`config.mk`:
```
export PLATFORM = sky130hd
export DESIGN_NAME = counter
export DESIGN_NICKNAME = d
export VERILOG_FILES = /design/src/rtl/counter.sv
export SDC_FILE = /design/constraint.sdc
export NUM_CORES = 1
export LEC_CHECK = 0
export ABC_AREA = 1
export CAP_MARGIN = 20
export CORE_MARGIN = 2
export CORE_UTILIZATION = 25
export CTS_BUF_LIST = sky130_fd_sc_hd__clkbuf_4 sky130_fd_sc_hd__clkbuf_8
export DETAILED_ROUTE_END_ITERATION = 7
export SETUP_SLACK_MARGIN = 0.05
export SYNTH_ARGS = -nofsm -noshare
export SYNTH_HDL_FRONTEND = slang
export SYNTH_SLANG_ARGS = --single-unit
```
`constraint.sdc`:
```
create_clock -name clk_i -period 3.57 [get_ports clk_i]
set_clock_uncertainty 0.2 [all_clocks]
set_input_delay 0.714 -clock clk_i [delete_from_list [all_inputs] [get_ports clk_i]]
set_output_delay 0.714 -clock clk_i [all_outputs]
set_load 0.03 [all_outputs]
```
`src/rtl/counter.sv`:
```
// Saturating up/down event counter.
// Async up/down edges are synchronised, edge-detected and counted once.
module counter #(
  parameter int BW      = 7,
  parameter int MAX_VAL = 99
) (
  input  logic          clk_i,
  input  logic          rst_i,
  input  logic          up_i,
  input  logic          down_i,
  output logic [BW-1:0] counter_val_o
);

  localparam logic [BW-1:0] TOP = BW'(MAX_VAL);

  // bit 0 tracks up_i, bit 1 tracks down_i
  logic [1:0] s1;
  logic [1:0] s2;
  logic [1:0] hist;
  logic [1:0] armed;
  logic       live;
  logic [1:0] ev;

  // live marks s1 as holding a real post-reset sample;
  // armed needs such a low sample, so a level high at release is ignored
  always_ff @(posedge clk_i) begin
    if (rst_i) begin
      s1    <= '0;
      s2    <= '0;
      armed <= '0;
      live  <= 1'b0;
    end else begin
      s1    <= {down_i, up_i};
      s2    <= s1;
      armed <= armed | ({2{live}} & ~s1);
      live  <= 1'b1;
    end
    hist <= s2;
  end

  assign ev = s2 & ~hist & armed;

  always_ff @(posedge clk_i) begin
    if (rst_i) begin
      counter_val_o <= '0;
    end else begin
      unique case (ev)
        2'b01: begin
          if (counter_val_o < TOP)
            counter_val_o <= counter_val_o + 1'b1;
        end
        2'b10: begin
          if (counter_val_o != '0)
            counter_val_o <= counter_val_o - 1'b1;
        end
        default: ;
      endcase
    end
  end

endmodule

```
# --- Yosys cells after proc, flatten, opt, wreduce, memory -nomap -nowiden ---
# Cells that the tools add are included.
op_classes:
  add_sub_neg: 2
  n_reduce_logical: 3
  multipliers: 0
  bitwise_logic: 6
  shift: 0
  magnitude_cmp: 1
  n_div: 0
  n_mux: 4
  n_eq_ne: 4
ops:
  columns: ["operator", "count"]
  rows:
  - ["7-bit 2-to-1 mux", 2]
  - ["7-bit case mux with 2 select lines", 1]
  - ["7-bit by 1-bit adder with 7-bit output, second input constant", 1]
  - ["7-bit < comparator, second input constant", 1]
  - ["7-bit nonzero test", 1]
  - ["7-bit by 1-bit subtractor with 7-bit output, second input constant", 1]
  - ["2-bit bitwise AND", 3]
  - ["2-bit != test, second input constant", 2]
  - ["2-bit NOT", 2]
  - ["3-bit AND reduction", 1]
  - ["2-bit by 1-bit == test with 1-bit output, second input constant", 1]
  - ["2-bit == test, second input constant", 1]
  - ["2-bit bitwise OR", 1]
  - ["2-bit nonzero test", 1]
  - ["1-bit 2-to-1 mux", 1]
totals:
  ramBits: 0
  wordCells: 26
  ff_bits: 16
  input_bits: 4
  latchBits: 0
  memories: 0
  romBits: 0

# --- Logic depth before layout (Yosys ltp) ---
depth:
  depth_word: 6
  depth_mapped: 17
  mapped_depth_nobuf: 16

# --- Worst setup path before layout ---
# No wires, ideal clock.
synth_path:
  path_type: "reg2reg"
  start: "register armed[0]"
  end: "register counter_val_o[4]"
  setup_time_ps: 115
  path_stages_with_launch: 17
  arrival_ps: 1767
  required_time_ps: 3255
  setup_slack_ps: 1488
  period_less_slack_ps: 2082
  cell_sequence: "dfxtp_1 > nand2_1 > nor2_1 > inv_1 > ha_1 > buf_6 > inv_6 > nand2_2 > nand2_2 > inv_1 > ha_1 > o21bai_4 > nand2_1 > nand2_1 > xor2_1 > nor2_1 > nor2_1"
synth_via:
  elab_chain_len: 4
synth_rtl:
  columns: ["item", "line", "source"]
  rows:
  - ["start, declared", "20", "logic [1:0] armed;"]
  - ["start signal, assigned", "35", "armed <= armed | ({2{live}} & ~s1);"]
  - ["2-bit bitwise AND *", "41", "assign ev = s2 & ~hist & armed;"]
  - ["2-bit == test / 2-bit by 1-bit == test with 1-bit output (equally long branches)", "47", "unique case (ev)"]
  - ["2-bit != test (no line) / 2-bit nonzero test (equally long branches)", null, null]
  - ["3-bit AND reduction (no line)", null, null]
  - ["end signal, assigned", "50", "counter_val_o <= counter_val_o + 1'b1;"]
  - ["end signal, assigned", "54", "counter_val_o <= counter_val_o - 1'b1;"]
  - ["end, declared", "11", "output logic [BW-1:0] counter_val_o"]
# Mark *: on every way between the ends. The rest lies on a longest branch, timed or not.
# A chain may end at the register's enable or synchronous reset.

# --- Worst setup path in the final report ---
layout_path:
  start: "register counter_val_o[4]"
  end: "output counter_val_o[4]"
# No word-level cell between the ends.

==> results.ini <==
[routing]
dr.pass1.iters=4
wl_met2_um=832
routed_via_density=4.258
dr_wl_met3_um=158
met1_length_um=884
drtAntennaViolNets=0
drc=0
topRoutingLayerUsed=met4
first_iter_violations=28
wirelength_um=1931
vias=843
routedWlPerCell_um=9.753

[synth]
synthCells=138
syn_area_um2=959.7
synth-main-ff-cell=dfxtp_1
yosys_warnings=0
synth_largest_area_cell=dfxtp_1
avgSynthCellArea_um2=6.954
synth_top_area_share_pct=33.38
ys_ff_latch=16
synth_nets=146
synthTopCellsByCount=nand2_1, nor2_1, inv_1, dfxtp_1, a21oi_1
synth.most_common_cell=nand2_1
yosysSeqAreaShare_pct=33.38
synth_edf_count=0
synthArstFlopShare_pct=0
ys_top_cells_by_area=dfxtp_1, nand2_1, nor2_1
ys_types=24

[job]
drv_cap=0

[outcome]
outcome=finished clean

[timing]
tns_ns=0
tightest_slew_ns=0.4255
max_freq_mhz=418.9
setup_ws_ns=1.183
finalCritPeriodShare_pct=66.87
slew_headroom_pct=71.63
finalSetupViolCount=0
report.final.slew_viol_count=0
finalHoldViolations=0
finalCriticalPeriod_ns=2.387
rsz0062_at_grt=no

[global_route]
antenna_found_initial=0
grt_use_total_pct=10.81
grt_start_max_net_pins=11
grt_first_pass_wirelength_um=3505
grt_pass1_vias=833
grt_overflow=0

[die]
design.portCount=11
dieArea_um2=4350
die_w_um=65.96
die_h_um=65.96
start_util_pct=26.02
core-area_um2=3689
num_rows=22

[clocking]
ctsResizeCount=0
insertion_delay_ns=0.25
cts_buffers=3
cts_root_buf=clkbuf_8
clock_path_buffers=2
clock_sinks=16
hold_buffers=0
cts_tree=done
path_clk_slew_ns=0.07
postCtsSetupBuffers=0
cts_max_level=1

[worst_hold_path]
hold_path.class=register to register
whs_path_depth=0
worstHoldStart=s2[0]
hold_end=hist[0]

[worst_setup_path]
arrival_ns=1.47
slowest_delay_ns=0.73
crit_path_start_kind=register
worstPathCellList=clkdlybuf4s50_1
cpMaxStageDelayCell=clkdlybuf4s50_1
timing.rr.start=armed[1]
regToRegSetupSlack_ns=1.20
reg2regPathDepth=14
r2r-end=counter_val_o[6]
required_ns=2.66
crit_buf_inv=1
end_kind=output pin
crit_type=register to output pin
cp_top_family=buffers and inverters
crit_path_max_fanout=6

[placement]
io_buffers=10
place_hpwl_um=1471
gp_congestion=0.8557
place_ws_ns=1.229

[cells_and_area]
diodes=0
syn_to_final_growth_pct=20.86
drive_above_1_share_pct=17.33
nNetsFinal=159

[power_and_ir_drop]
peakVddDrop_uv=258.6
p_leak_nw=0.5336
powerDensity_nw_per_um2=359.8

[layout by cell type (no fill, tap or decap)]
cell type and instances:
nand2_1 26, inv_1 18, nand2_2 8, ha_1 4, clkdlybuf4s50_1 10, o21ai_0 3, nor2_2 3, nor2_4 2
nand2_4 2, nand3_4 1, nor3_1 2, o21bai_4 1, xnor2_1 1, clkbuf_8 4, nor2_1 21, dfxtp_1 16
nand4_1 1, o21ai_1 3, clkinv_1 1, xor2_1 2, nand3_1 7, inv_6 1, inv_2 4, a21oi_1 9
[sequential cells by signal, indices dropped and copies added (netlist names)]
signal and cells:
armed 2, counter_val_o 7, hist 2, live 1, s1 2, s2 2
[routing by layer]
metal,GRT usage (%),vias up
met1,12.80,361
met4,7.398,0
met3,2.896,4
met5,0,-
met2,16.92,29
li1,-,449
[report_power, final]
group          switching [mW]  internal (mW)
clock                  0.0650         0.0980
combinational          0.0348         0.0235
sequential            0.00828          0.188
total                   0.108          0.309
[area by class of cell]
| class | instances | area [µm²] |
|---|---|---|
| inverters | 24 | 95.09 |
| clock buffers | 4 | 55.05 |
| multi-input cells | 96 | 529.3 |
| repair buffers | 10 | 100.1 |
| fillers | 410 | 2529 |
| well taps | 48 | 60.06 |
| flip-flops and latches | 16 | 320.3 |
[how the worst max path moves through the flow]
| stage | start | end | slack, ns | depth (start not counted) |
|---|---|---|---|---|
| 2_1_floorplan | armed[0] | counter_val_o[4] | 1.49 | 16 |
| 3_3_place_gp | s2[1] | counter_val_o[4] | 1.32 | 13 |
| 3_5_place_dp | armed[1] | counter_val_o[6] | 1.23 | 14 |
| 4_1_cts | counter_val_o[4] | counter_val_o[4] | 1.17 | 1 |
| 5_1_grt | armed[1] | counter_val_o[6] | 0.97 | 14 |
| 6_report | counter_val_o[4] | counter_val_o[4] | 1.18 | 1 |
[through the flow]
step,cells,instance area (µm²),utilization [%],power (mW),hold WS (ns)
floorplan,138,959.7,-,0.2400,0.1311
global placement,194,1105,29.95,0.2585,0.1382
detailed placement,194,1105,29.95,0.2579,0.1422
CTS,198,1160,31.45,0.4235,0.1546
global route,198,1160,31.45,0.4372,0.1639
finish,198,1160,31.45,0.4173,0.1526
[kinds of logic (layout without fill, tap and decap cells)]
logic type               after synthesis  after routing  share of synthesized area [%]
XOR/XNOR                               3              3                          2.738
AO/OA/AOI/OAI                         16             16                          9.777
AND/OR/NAND/NOR                       73             73                          37.42
flip-flops                            16             16                          33.38
adder cells (fa/ha/maj)                4              4                          5.215
buffers and inverters                 26             38                          11.47
Note: power is estimated with default switching activity, not from simulation.
